`src/rtl/branch_redirect_unit.sv`:
```
// Two-lane branch redirect unit: each lane turns a taken branch into a fetch redirect handshake
// followed by a fixed flush window. Optional statistics counters: define BRANCH_REDIRECT_STATS_EN.

module branch_redirect_lane #(
    parameter int XLEN         = 32,
    parameter int FLUSH_CYCLES = 2
) (
    input  logic            clk,
    input  logic            rst_n,
    input  logic            abort_i,
    input  logic            br_valid_i,
    input  logic            taken_i,
    input  logic [XLEN-1:0] target_i,
    input  logic            ready_i,
    output logic            redir_valid_o,
    output logic [XLEN-1:0] redir_pc_o,
    output logic            busy_o
`ifdef BRANCH_REDIRECT_STATS_EN
    ,
    output logic [31:0]     stat_taken_o,
    output logic [31:0]     stat_redir_o
`endif
);

    typedef enum logic [1:0] {
        ST_IDLE  = 2'd0,
        ST_REDIR = 2'd1,
        ST_FLUSH = 2'd2
    } state_t;

    localparam logic [3:0] FLUSH_LOAD = 4'(FLUSH_CYCLES);

    state_t          state_q, state_d;
    logic [3:0]      cnt_q, cnt_d;
    logic [XLEN-1:0] pc_q, pc_d;
    logic            valid_q, busy_q;
    logic            hs_s;
    logic            taken_s;

    assign taken_s = br_valid_i & taken_i;

    // Next-state: abort wins over everything; captures happen only from IDLE.
    always_comb begin
        state_d = state_q;
        cnt_d   = cnt_q;
        pc_d    = pc_q;
        hs_s    = 1'b0;
        if (abort_i) begin
            state_d = ST_IDLE;
            cnt_d   = 4'd0;
        end else begin
            case (state_q)
                ST_IDLE: begin
                    if (taken_s) begin
                        state_d = ST_REDIR;
                        pc_d    = {target_i[XLEN-1:1], 1'b0};
                    end else begin
                        state_d = ST_IDLE;
                    end
                end
                ST_REDIR: begin
                    if (ready_i) begin
                        hs_s = 1'b1;
                        if (FLUSH_LOAD == 4'd0) begin
                            state_d = ST_IDLE;
                        end else begin
                            state_d = ST_FLUSH;
                            cnt_d   = FLUSH_LOAD;
                        end
                    end else begin
                        state_d = ST_REDIR;
                    end
                end
                ST_FLUSH: begin
                    if (cnt_q <= 4'd1) begin
                        state_d = ST_IDLE;
                        cnt_d   = 4'd0;
                    end else begin
                        cnt_d = cnt_q - 4'd1;
                    end
                end
                default: begin
                    state_d = ST_IDLE;
                    cnt_d   = 4'd0;
                end
            endcase
        end
    end

    // State, captured PC and registered status outputs.
    always_ff @(posedge clk or negedge rst_n) begin
        if (!rst_n) begin
            state_q <= ST_IDLE;
            cnt_q   <= 4'd0;
            pc_q    <= '0;
            valid_q <= 1'b0;
            busy_q  <= 1'b0;
        end else begin
            state_q <= state_d;
            cnt_q   <= cnt_d;
            pc_q    <= pc_d;
            valid_q <= (state_d == ST_REDIR);
            busy_q  <= (state_d != ST_IDLE);
        end
    end

    assign redir_valid_o = valid_q;
    assign redir_pc_o    = pc_q;
    assign busy_o        = busy_q;

`ifdef BRANCH_REDIRECT_STATS_EN
    logic [31:0] stat_taken_q, stat_redir_q;

    // Free-running event counters; wrap naturally at 2^32.
    always_ff @(posedge clk or negedge rst_n) begin
        if (!rst_n) begin
            stat_taken_q <= 32'd0;
            stat_redir_q <= 32'd0;
        end else begin
            if (taken_s) begin
                stat_taken_q <= stat_taken_q + 32'd1;
            end else begin
                stat_taken_q <= stat_taken_q;
            end
            if (hs_s) begin
                stat_redir_q <= stat_redir_q + 32'd1;
            end else begin
                stat_redir_q <= stat_redir_q;
            end
        end
    end

    assign stat_taken_o = stat_taken_q;
    assign stat_redir_o = stat_redir_q;
`endif

endmodule

module branch_redirect_unit #(
    parameter int XLEN         = 32,
    parameter int FLUSH_CYCLES = 2
) (
    input  logic            clk,
    input  logic            rst_n,
    input  logic            mode,
    input  logic            br_validA,
    input  logic            branch_takenA,
    input  logic [XLEN-1:0] targetA,
    input  logic            br_validB,
    input  logic            branch_takenB,
    input  logic [XLEN-1:0] targetB,
    input  logic            redir_readyA,
    input  logic            redir_readyB,
    output logic            redir_validA,
    output logic [XLEN-1:0] redir_pcA,
    output logic            redir_validB,
    output logic [XLEN-1:0] redir_pcB,
    output logic            flushA,
    output logic            flushB,
    output logic            busyA,
    output logic            busyB
`ifdef BRANCH_REDIRECT_STATS_EN
    ,
    output logic [31:0]     stat_takenA,
    output logic [31:0]     stat_takenB,
    output logic [31:0]     stat_redirA,
    output logic [31:0]     stat_redirB
`endif
);

    logic busy_a_s, busy_b_s;
    logic br_valid_b_s;

    // In unified mode lane B sees no branches and is held in IDLE.
    assign br_valid_b_s = br_validB & ~mode;

    branch_redirect_lane #(
        .XLEN         (XLEN),
        .FLUSH_CYCLES (FLUSH_CYCLES)
    ) u_lane_a (
        .clk           (clk),
        .rst_n         (rst_n),
        .abort_i       (1'b0),
        .br_valid_i    (br_validA),
        .taken_i       (branch_takenA),
        .target_i      (targetA),
        .ready_i       (redir_readyA),
        .redir_valid_o (redir_validA),
        .redir_pc_o    (redir_pcA),
        .busy_o        (busy_a_s)
`ifdef BRANCH_REDIRECT_STATS_EN
        ,
        .stat_taken_o  (stat_takenA),
        .stat_redir_o  (stat_redirA)
`endif
    );

    branch_redirect_lane #(
        .XLEN         (XLEN),
        .FLUSH_CYCLES (FLUSH_CYCLES)
    ) u_lane_b (
        .clk           (clk),
        .rst_n         (rst_n),
        .abort_i       (mode),
        .br_valid_i    (br_valid_b_s),
        .taken_i       (branch_takenB),
        .target_i      (targetB),
        .ready_i       (redir_readyB),
        .redir_valid_o (redir_validB),
        .redir_pc_o    (redir_pcB),
        .busy_o        (busy_b_s)
`ifdef BRANCH_REDIRECT_STATS_EN
        ,
        .stat_taken_o  (stat_takenB),
        .stat_redir_o  (stat_redirB)
`endif
    );

    assign busyA  = busy_a_s;
    assign flushA = busy_a_s;
    assign busyB  = busy_b_s;
    assign flushB = busy_b_s;

endmodule
```
`config.mk`:
```
export PLATFORM = sky130hd
export DESIGN_NAME = branch_redirect_unit
export DESIGN_NICKNAME = d
export VERILOG_FILES = /design/src/rtl/branch_redirect_unit.sv
export SDC_FILE = /design/constraint.sdc
export NUM_CORES = 1
export LEC_CHECK = 0
export CAP_MARGIN = 20
export CORE_UTILIZATION = 35
export DETAILED_ROUTE_END_ITERATION = 7
export DONT_BUFFER_PORTS = 1
export RECOVER_POWER = 50
export REMOVE_ABC_BUFFERS = 1
export SLEW_MARGIN = 20
export SYNTH_ARGS = -nofsm -noshare
export SYNTH_HDL_FRONTEND = slang
export SYNTH_SLANG_ARGS = --single-unit
```
`constraint.sdc`:
```
create_clock -name clk -period 1.8 [get_ports clk]
set_clock_uncertainty 0.2 [all_clocks]
set_input_delay 0.18 -clock clk [delete_from_list [all_inputs] [get_ports clk]]
set_output_delay 0.18 -clock clk [all_outputs]
set_load 0.02 [all_outputs]
```
==> out/metrics.cfg, run 1 <==
[run_status]
run_status=finished with violations
violations=negative hold slack, negative setup slack

[setup_path]
crit_path_end_kind=register
reg2reg_setup_slack_ns=-0.02
critPathMaxStageDelay_ns=0.40
path_class=reg2reg
r2r.worst_path.cells=6
worstReg2RegEnd=u_lane_b.redir_valid_o$_DFF_PN0_
endpoint_required_time_on_the_critical_path_ns=1.83
crit_arrival_ns=1.85
critPathCapture=u_lane_b.redir_valid_o$_DFF_PN0_
critPathSlowestCell=sky130_fd_sc_hd__dfrtp_1
r2r_start=u_lane_b.cnt_q[1]$_DFFE_PN0P_
crit_path_cell_trace=inv_2 > ha_1 > nor2_1 > o31a_1 > a22o_1 > a2111oi_4
critical_path.startpoint_type=register
critPathLaunch=u_lane_b.cnt_q[1]$_DFFE_PN0P_
timing.critical_path.fanout_max=5

[cells_and_area]
number_of_inserted_filler_cells_in_the_final_layout=807
num-nets-final=403
seqCellArea_um2=1950
area.growth.synth_to_final_pct=35.5
antennaDiodeCount=0
final_cells=433
post_route_cells_drive_above_1_share_pct=34.8
multi_input_area_um2=1310

[grt]
largest_net_degree_at_the_start_of_global_routing=79
first_global_vias=2225
grt_pass1_wl_um=10500
grt.overflow.total=0
antenna_found_initial=0
grtUsageTotal_pct=13.9

[timing]
finalCriticalPeriod_ns=1.82
finalHoldWorstSlack_ns=-0.668
setup_viol_count_final=1
pins_over_slew_limit=0
grt_setup_unrepaired=yes
post-route-period-util_pct=101
worst_path_setup_slack_after_routing_ns=-0.0195
timing.setup.tns_ns=-0.0195
max_freq_mhz=550
timing_hold_violations_final=78

[job]
drv_cap=0

[power_and_ir_drop]
comb_power_share_pct=17.3
power.density_nw_per_um2=1100
switching_share_pct=34.7
clock_power_share_pct=22.7
seq_power_share_pct=59.9
cell_internal_pwr_mw=3.23
static-leakage-power_nw=1.93
net-switching-power_mw=1.72
vdd_ir_drop_max_mv=0.506

[placed_design]
dp.final_hpwl_um=4160
gp_routability_congestion=0.828
dp_slack_ns=-0.0568
post-place-cells=343
portBuffers=0

[routing]
ant_nets=0
finalWirelength_um=7000
detailed_router_iteration_count_before_antenna_repair=4
drt_iter0_markers=18
average_wire_per_cell_in_the_routed_design_um=16.2
detail_route.vias_per_cell=5.00
num_vias=2163
post-route-drc-count=0

[floorplan]
coreArea_um2=9200
die_area_um2=9840
std_cell_rows=35
die_w_um=99.2
die_h_um=99.2
start_util_pct=36.0
top_level_ports=143

[synth]
netlist.top_cell.by_area=sky130_fd_sc_hd__dfrtp_1
post_synthesis_instance_area_um2=3310
synth_seq_cells=78
synth_largest_type_area_fraction_pct=59.0
post_synth_inst_count=233
synth-seq-area-share_pct=59.0
netlist_top_cells_area=sky130_fd_sc_hd__dfrtp_1, sky130_fd_sc_hd__mux2_2, sky130_fd_sc_hd__ha_1
synth.distinct_cells=33
synthesis.area_per_instance_um2=14.2
ys_warn_count=0

[clock_tree]
clk_transition_reported_paths_ns=0.08
clockBufferDepth=2
cts_htree_levels=3
tritoncts.num_buffers=9
cts-root-buf=sky130_fd_sc_hd__clkbuf_8
clock-sinks=78
cts_tree=done
clock_insertion_delay_worst_skew_ns=0.33

[min_path]
worst_hold_path_type=in2async

[flip-flops by register name, indices dropped and copies added, names as in the netlist]
name,count
u_lane_a.redir_pc_o,31
u_lane_b.state_q,2
u_lane_b.redir_pc_o,31
u_lane_a.redir_valid_o,1
u_lane_a.state_q,2
u_lane_a.cnt_q,4
u_lane_b.redir_valid_o,1
u_lane_b.busy_o,1
u_lane_b.cnt_q,4
u_lane_a.busy_o,1
[cell type report]
type	count	share of cell area (%)
well taps	111	3.10
repair buffers	84	19.6
multi-input cells	134	29.2
flip-flops and latches	78	43.6
inverters	11	0.921
clock inverters	5	0.810
clock buffers	10	2.85
[cells in the final DEF, fill, tap and decap left out, drive strengths merged, types with 6 or more instances in the layout]
cell type	Yosys	final
dlygate4sd3	0	65
inv	11	12
dfrtp	78	78
nor2	6	6
buf	11	17
clkbuf	0	12
nand2	8	8
ha	12	12
mux2	62	62
o21ai	6	6
[through the flow]
stage	power (mW)	instance area [µm²]	utilization [%]
floorplan	3.44	3230	-
global placement	3.60	3460	37.6
detailed placement	3.63	3460	37.6
CTS	4.93	4320	47.0
global route	5.21	4480	48.7
finish	4.95	4480	48.7
[synth_stat cells, drive strengths merged]
master / number
o221ai: 2
nand2: 8
nand3: 2
conb: 1
o31a: 3
nor3b: 2
or3: 1
and3: 1
nor2: 6
ha: 12
or2: 1
a21oi: 4
a22oi: 1
buf: 11
nand2b: 4
nand4: 1
inv: 11
a311oi: 1
nand4b: 1
o41ai: 1
o21ai: 6
mux2: 62
nor2b: 4
o22ai: 2
a211oi: 2
a22o: 1
dfrtp: 78
a31oi: 1
nor4: 1
a21o: 1
a2111oi: 1
[critical path, delay by kind of cell (launching register included)]
kind	cells	cell delay [ns]
AOI/OAI and AO/OA	3	0.81
DFF	1	0.40
adders and majority gates	1	0.15
buffers and inverters	1	0.10
and+or+nand+nor	1	0.05
[what timing repair did]
action	in CTS	in global routing
gates resized for setup	6	14
pin swaps	1	10
setup buffers	1	6
endpoints found under the hold margin	153	82
endpoints found under the setup margin	31	42
cloned	1	2
hold buffers	64	1
[per-layer routing]
layer	GRT usage [%]	part of all wire, %	vias up
met5	0	0	-
met4	7.13	2.1	0
met3	5.62	8.3	18
met2	23.2	50	113
met1	15.3	40	1045
li1	-	-	987
[cell families (layout without fill, tap and decap cells)]
group                    count (synthesis)  after routing  synth area share, %
flip-flops                              78             78                 59.0
multiplexers                            62             62                 21.1
AND/OR/NAND/NOR                         32             32                 5.98
AO/OA/AOI/OAI                           26             26                 5.56
buffers and inverters                   22            110                 3.67
adder cells (fa/ha/maj)                 12             12                 4.54
other                                    1              2                0.113
[how the worst min path moves through the flow]
stage	from	endpoint
after global routing	rst_n	u_lane_b.redir_pc_o[18]$_DFFE_PN0P_
final	rst_n	u_lane_b.redir_pc_o[2]$_DFFE_PN0P_
after global placement	rst_n	u_lane_b.state_q[1]$_DFF_PN0_
after CTS	rst_n	u_lane_b.state_q[1]$_DFF_PN0_
after floorplan	rst_n	u_lane_a.busy_o$_DFF_PN0_
after detailed placement	rst_n	u_lane_b.redir_pc_o[7]$_DFFE_PN0P_
[power by group through the flow]
stage,Clock [mW],Sequential [mW],Combinational [mW]
after CTS,1.18,2.96,0.784
after detailed placement,0,3.00,0.637
after global routing,1.25,3.02,0.937
after floorplan,0,2.92,0.521
final,1.12,2.97,0.857
after global placement,0,2.99,0.604
No activity file was read; power rests on OpenSTA's default activity.
==> run 2: changes to the inputs <==
--- a/config.mk
+++ b/config.mk
@@ -5,6 +5,7 @@
 export SDC_FILE = /design/constraint.sdc
 export NUM_CORES = 1
 export LEC_CHECK = 0
+export ABC_AREA = 1
 export CAP_MARGIN = 20
 export CORE_UTILIZATION = 35
 export DETAILED_ROUTE_END_ITERATION = 7
==> run 2 against run 1 <==
The run ends with negative hold slack left. Synthesized area is 7.2% higher. Register-to-register slack better by 0.12 ns. Count of clock-buffer cells in the layout grew 1. First-iteration DRC count grew 120%. Die area is 7.0% higher. Critical endpoint is now u_lane_a.redir_pc_o[25]$_DFFE_PN0P_.
==> out/metrics.cfg, run 2 <==
[cells_and_area]
final_cells=556  ; +28%
post_route_cells_drive_above_1_share_pct=12.8  ; -22 points
layout.cells.most_common_list=sky130_fd_sc_hd__nand2_1, sky130_fd_sc_hd__dfrtp_1, sky130_fd_sc_hd__dlygate4sd3_1, sky130_fd_sc_hd__mux2_4, sky130_fd_sc_hd__inv_1
utilization_pct=46.7  ; -2.1 points
number_of_inserted_filler_cells_in_the_final_layout=906  ; +12%
seqCellArea_um2=1950  ; unchanged
num-nets-final=503  ; +25%
antennaDiodeCount=0  ; unchanged
area.growth.synth_to_final_pct=28.7
finish.instance_area_um2=4560  ; +1.8%
mostFrequentLayoutCell=sky130_fd_sc_hd__nand2_1
multi_input_area_um2=1360  ; +3.8%

[routing]
finalWirelength_um=7410  ; +5.8%
ant_nets=0  ; unchanged
detailed_router_iteration_count_before_antenna_repair=4  ; unchanged
num_vias=2437  ; +13%
post-route-drc-count=0  ; unchanged
average_wire_per_cell_in_the_routed_design_um=13.3  ; -18%
drt_iter0_markers=40  ; +22
detail_route.vias_per_cell=4.38  ; -12%

[setup_path]
path_class=reg2reg
crit_path_cell_trace=inv_1 > ha_1 > nand3_4 > buf_12 > mux2_4
crit_path_end_kind=register
endpoint_required_time_on_the_critical_path_ns=1.83  ; about the same
crit_arrival_ns=1.72  ; -0.13 ns
reg2reg_setup_slack_ns=0.10  ; +0.12 ns
worstReg2RegEnd=u_lane_a.redir_pc_o[25]$_DFFE_PN0P_
cp_top_family=flip-flops
critPathMaxStageDelay_ns=0.41  ; about the same
path_buf_inv=2  ; +1
critical_path.startpoint_type=register
r2r.worst_path.cells=5  ; -1
r2r_start=u_lane_a.state_q[0]$_DFF_PN0_
timing.critical_path.fanout_max=26  ; +21
critPathSlowestCell=sky130_fd_sc_hd__dfrtp_1

[synth]
ys_warn_count=0  ; unchanged
synth_seq_cells=78  ; unchanged
synth.cells.most_frequent=sky130_fd_sc_hd__nand2_1, sky130_fd_sc_hd__dfrtp_1, sky130_fd_sc_hd__mux2_4, sky130_fd_sc_hd__inv_1, sky130_fd_sc_hd__nor2_1
post_synthesis_instance_area_um2=3540  ; +7.2%
post_synth_inst_count=349  ; +50%
most_common_flop_cell_mapped_by_yosys=sky130_fd_sc_hd__dfrtp_1
most_frequent_cell_after_synthesis=sky130_fd_sc_hd__nand2_1
synth-edff-count=0  ; unchanged
synth-seq-area-share_pct=55.1  ; -3.9 points
synth_largest_type_area_fraction_pct=55.1  ; -3.9 points
synth.distinct_cells=21  ; -36%
netlist_top_cells_area=sky130_fd_sc_hd__dfrtp_1, sky130_fd_sc_hd__nand2_1, sky130_fd_sc_hd__mux2_4
fraction_of_synthesis_flops_using_an_asynchronous_set_or_reset_pin_pct=100  ; unchanged
netlist.top_cell.by_area=sky130_fd_sc_hd__dfrtp_1
synthesis.area_per_instance_um2=10.2  ; -28%

[power_and_ir_drop]
power.density_nw_per_um2=1190  ; +7.5%
static-leakage-power_nw=2.39  ; +24%
vdd_ir_drop_max_mv=0.608  ; +20%
totalPowerFinal_mw=5.42  ; +9.5%

[floorplan]
std_cell_rows=36  ; +2.9%
die_area_um2=10500  ; +7.0%
die_h_um=103  ; +3.4%
die_w_um=103  ; +3.4%
coreArea_um2=9770  ; +6.3%
top_level_ports=143  ; unchanged
start_util_pct=36.3  ; +0.29 points

[placed_design]
portBuffers=0  ; unchanged
dp.final_hpwl_um=4690  ; +13%
post-place-cells=473  ; +38%
postPlaceCellArea_um2=3640  ; +5.2%
gp_routability_congestion=0.750  ; -9.4%

[timing]
max_freq_mhz=589  ; +7.2%
finalHoldWorstSlack_ns=-0.678  ; -0.0100 ns
grt_setup_unrepaired=no
pins_over_slew_limit=0  ; unchanged
finalCriticalPeriod_ns=1.70  ; -0.123 ns
post-route-period-util_pct=94.3  ; -6.8 points
timing.setup.tns_ns=0  ; +0.0195 ns
timing_hold_violations_final=78  ; unchanged
setup_viol_count_final=0  ; -1

[clock_tree]
hold_bufs_inserted_after_cts=67  ; +4.7%
cts_htree_levels=3  ; unchanged
clock-sinks=78  ; unchanged
cts-root-buf=sky130_fd_sc_hd__clkbuf_8
clk_transition_reported_paths_ns=0.08  ; about the same
clockBufferDepth=2  ; unchanged
cts_tree=done
clock_insertion_delay_worst_skew_ns=0.34  ; about the same
tritoncts.num_buffers=9  ; unchanged

[job]
drv_cap=0  ; unchanged

[grt]
grtUsageTotal_pct=14.0  ; +0.14 points
first_global_vias=2485  ; +12%
grt.overflow.total=0  ; unchanged
antenna_found_initial=0  ; unchanged
grt_pass1_wl_um=11100  ; +6.0%
largest_net_degree_at_the_start_of_global_routing=79  ; unchanged

[run_status]
run_status=finished with violations
violations=negative hold slack

[min_path]
worst_hold_path_type=in2async

[run 2: changes by cell type after synthesis, sizes merged, moves of 3 or more]
cell    change
o31a        -3
nand2     +148
mux2       -31
o21ai       -5
nor2b       -4
inv        +20
a21oi       -3
nand2b      -4
nor2        +9
[run 2: cell type report]
| type | instances | share of cell area, % |
|---|---|---|
| repair buffers | 70 | 15.7 |
| clock buffers | 11 | 3.10 |
| clock inverters | 5 | 2.33 |
| well taps | 133 | 3.65 |
| multi-input cells | 228 | 29.8 |
| flip-flops and latches | 78 | 42.8 |
| inverters | 31 | 2.61 |
[run 2: cells by family after synthesis]
family          synth area share, %
fa+ha+maj                      4.24
simple gates                   19.8
flops                          55.1
other cells                   0.106
xor+xnor                      0.494
mux                            13.0
compound gates                0.600
buf+inv                        6.67
[run 2: worst max-delay path by stage]
stage                                           to                          start  depth (start not counted)  slack, ns
2_1_floorplan  u_lane_b.redir_pc_o[10]$_DFFE_PN0P_  u_lane_b.state_q[0]$_DFF_PN0_                          7       -0.1
3_3_place_gp   u_lane_b.redir_pc_o[17]$_DFFE_PN0P_  u_lane_b.state_q[0]$_DFF_PN0_                          7       0.05
3_5_place_dp    u_lane_b.redir_pc_o[7]$_DFFE_PN0P_  u_lane_b.state_q[0]$_DFF_PN0_                          7     -0.006
4_1_cts         u_lane_b.redir_pc_o[7]$_DFFE_PN0P_  u_lane_b.state_q[0]$_DFF_PN0_                          7       0.08
5_1_grt        u_lane_b.redir_pc_o[10]$_DFFE_PN0P_  u_lane_b.state_q[0]$_DFF_PN0_                          7      0.001
6_report       u_lane_a.redir_pc_o[25]$_DFFE_PN0P_  u_lane_a.state_q[0]$_DFF_PN0_                          5       0.10
[run 2: timing repair]
item / CTS / global route
gates resized for setup: 1 / 0
setup endpoints to repair: 2 / 10
endpoints found under the hold margin: 151 / 78
buffers inserted: 0 / 0
pin swaps: 0 / 1
[run 2: metal layers]
layer	GRT usage [%]	vias to the layer above	wire [µm]
met3	4.07	12	548
met5	0	-	0
met1	16.2	1125	3160
li1	-	1201	-
met2	23.2	99	3560
met4	8.24	0	138
[run 2: through the flow]
| stage | hold WS, ns | worst slack, ns |
|---|---|---|
| 6_report | -0.678 | 0.103 |
| 5_1_grt | -0.715 | 0.00105 |
| 4_1_cts | -0.709 | 0.0827 |
| 3_5_place_dp | -0.314 | -0.00622 |
| 3_3_place_gp | -0.314 | 0.0503 |
| 2_1_floorplan | -0.316 | -0.0995 |
[run 2: where the power goes]
| group | internal [mW] | leakage (nW) | total [mW] | switching [mW] |
|---|---|---|---|---|
| sequential | 2.14 | 0.969 | 2.94 | 0.798 |
| combinational | 0.547 | 1.30 | 0.873 | 0.325 |
| clock | 0.962 | 0.120 | 1.60 | 0.640 |
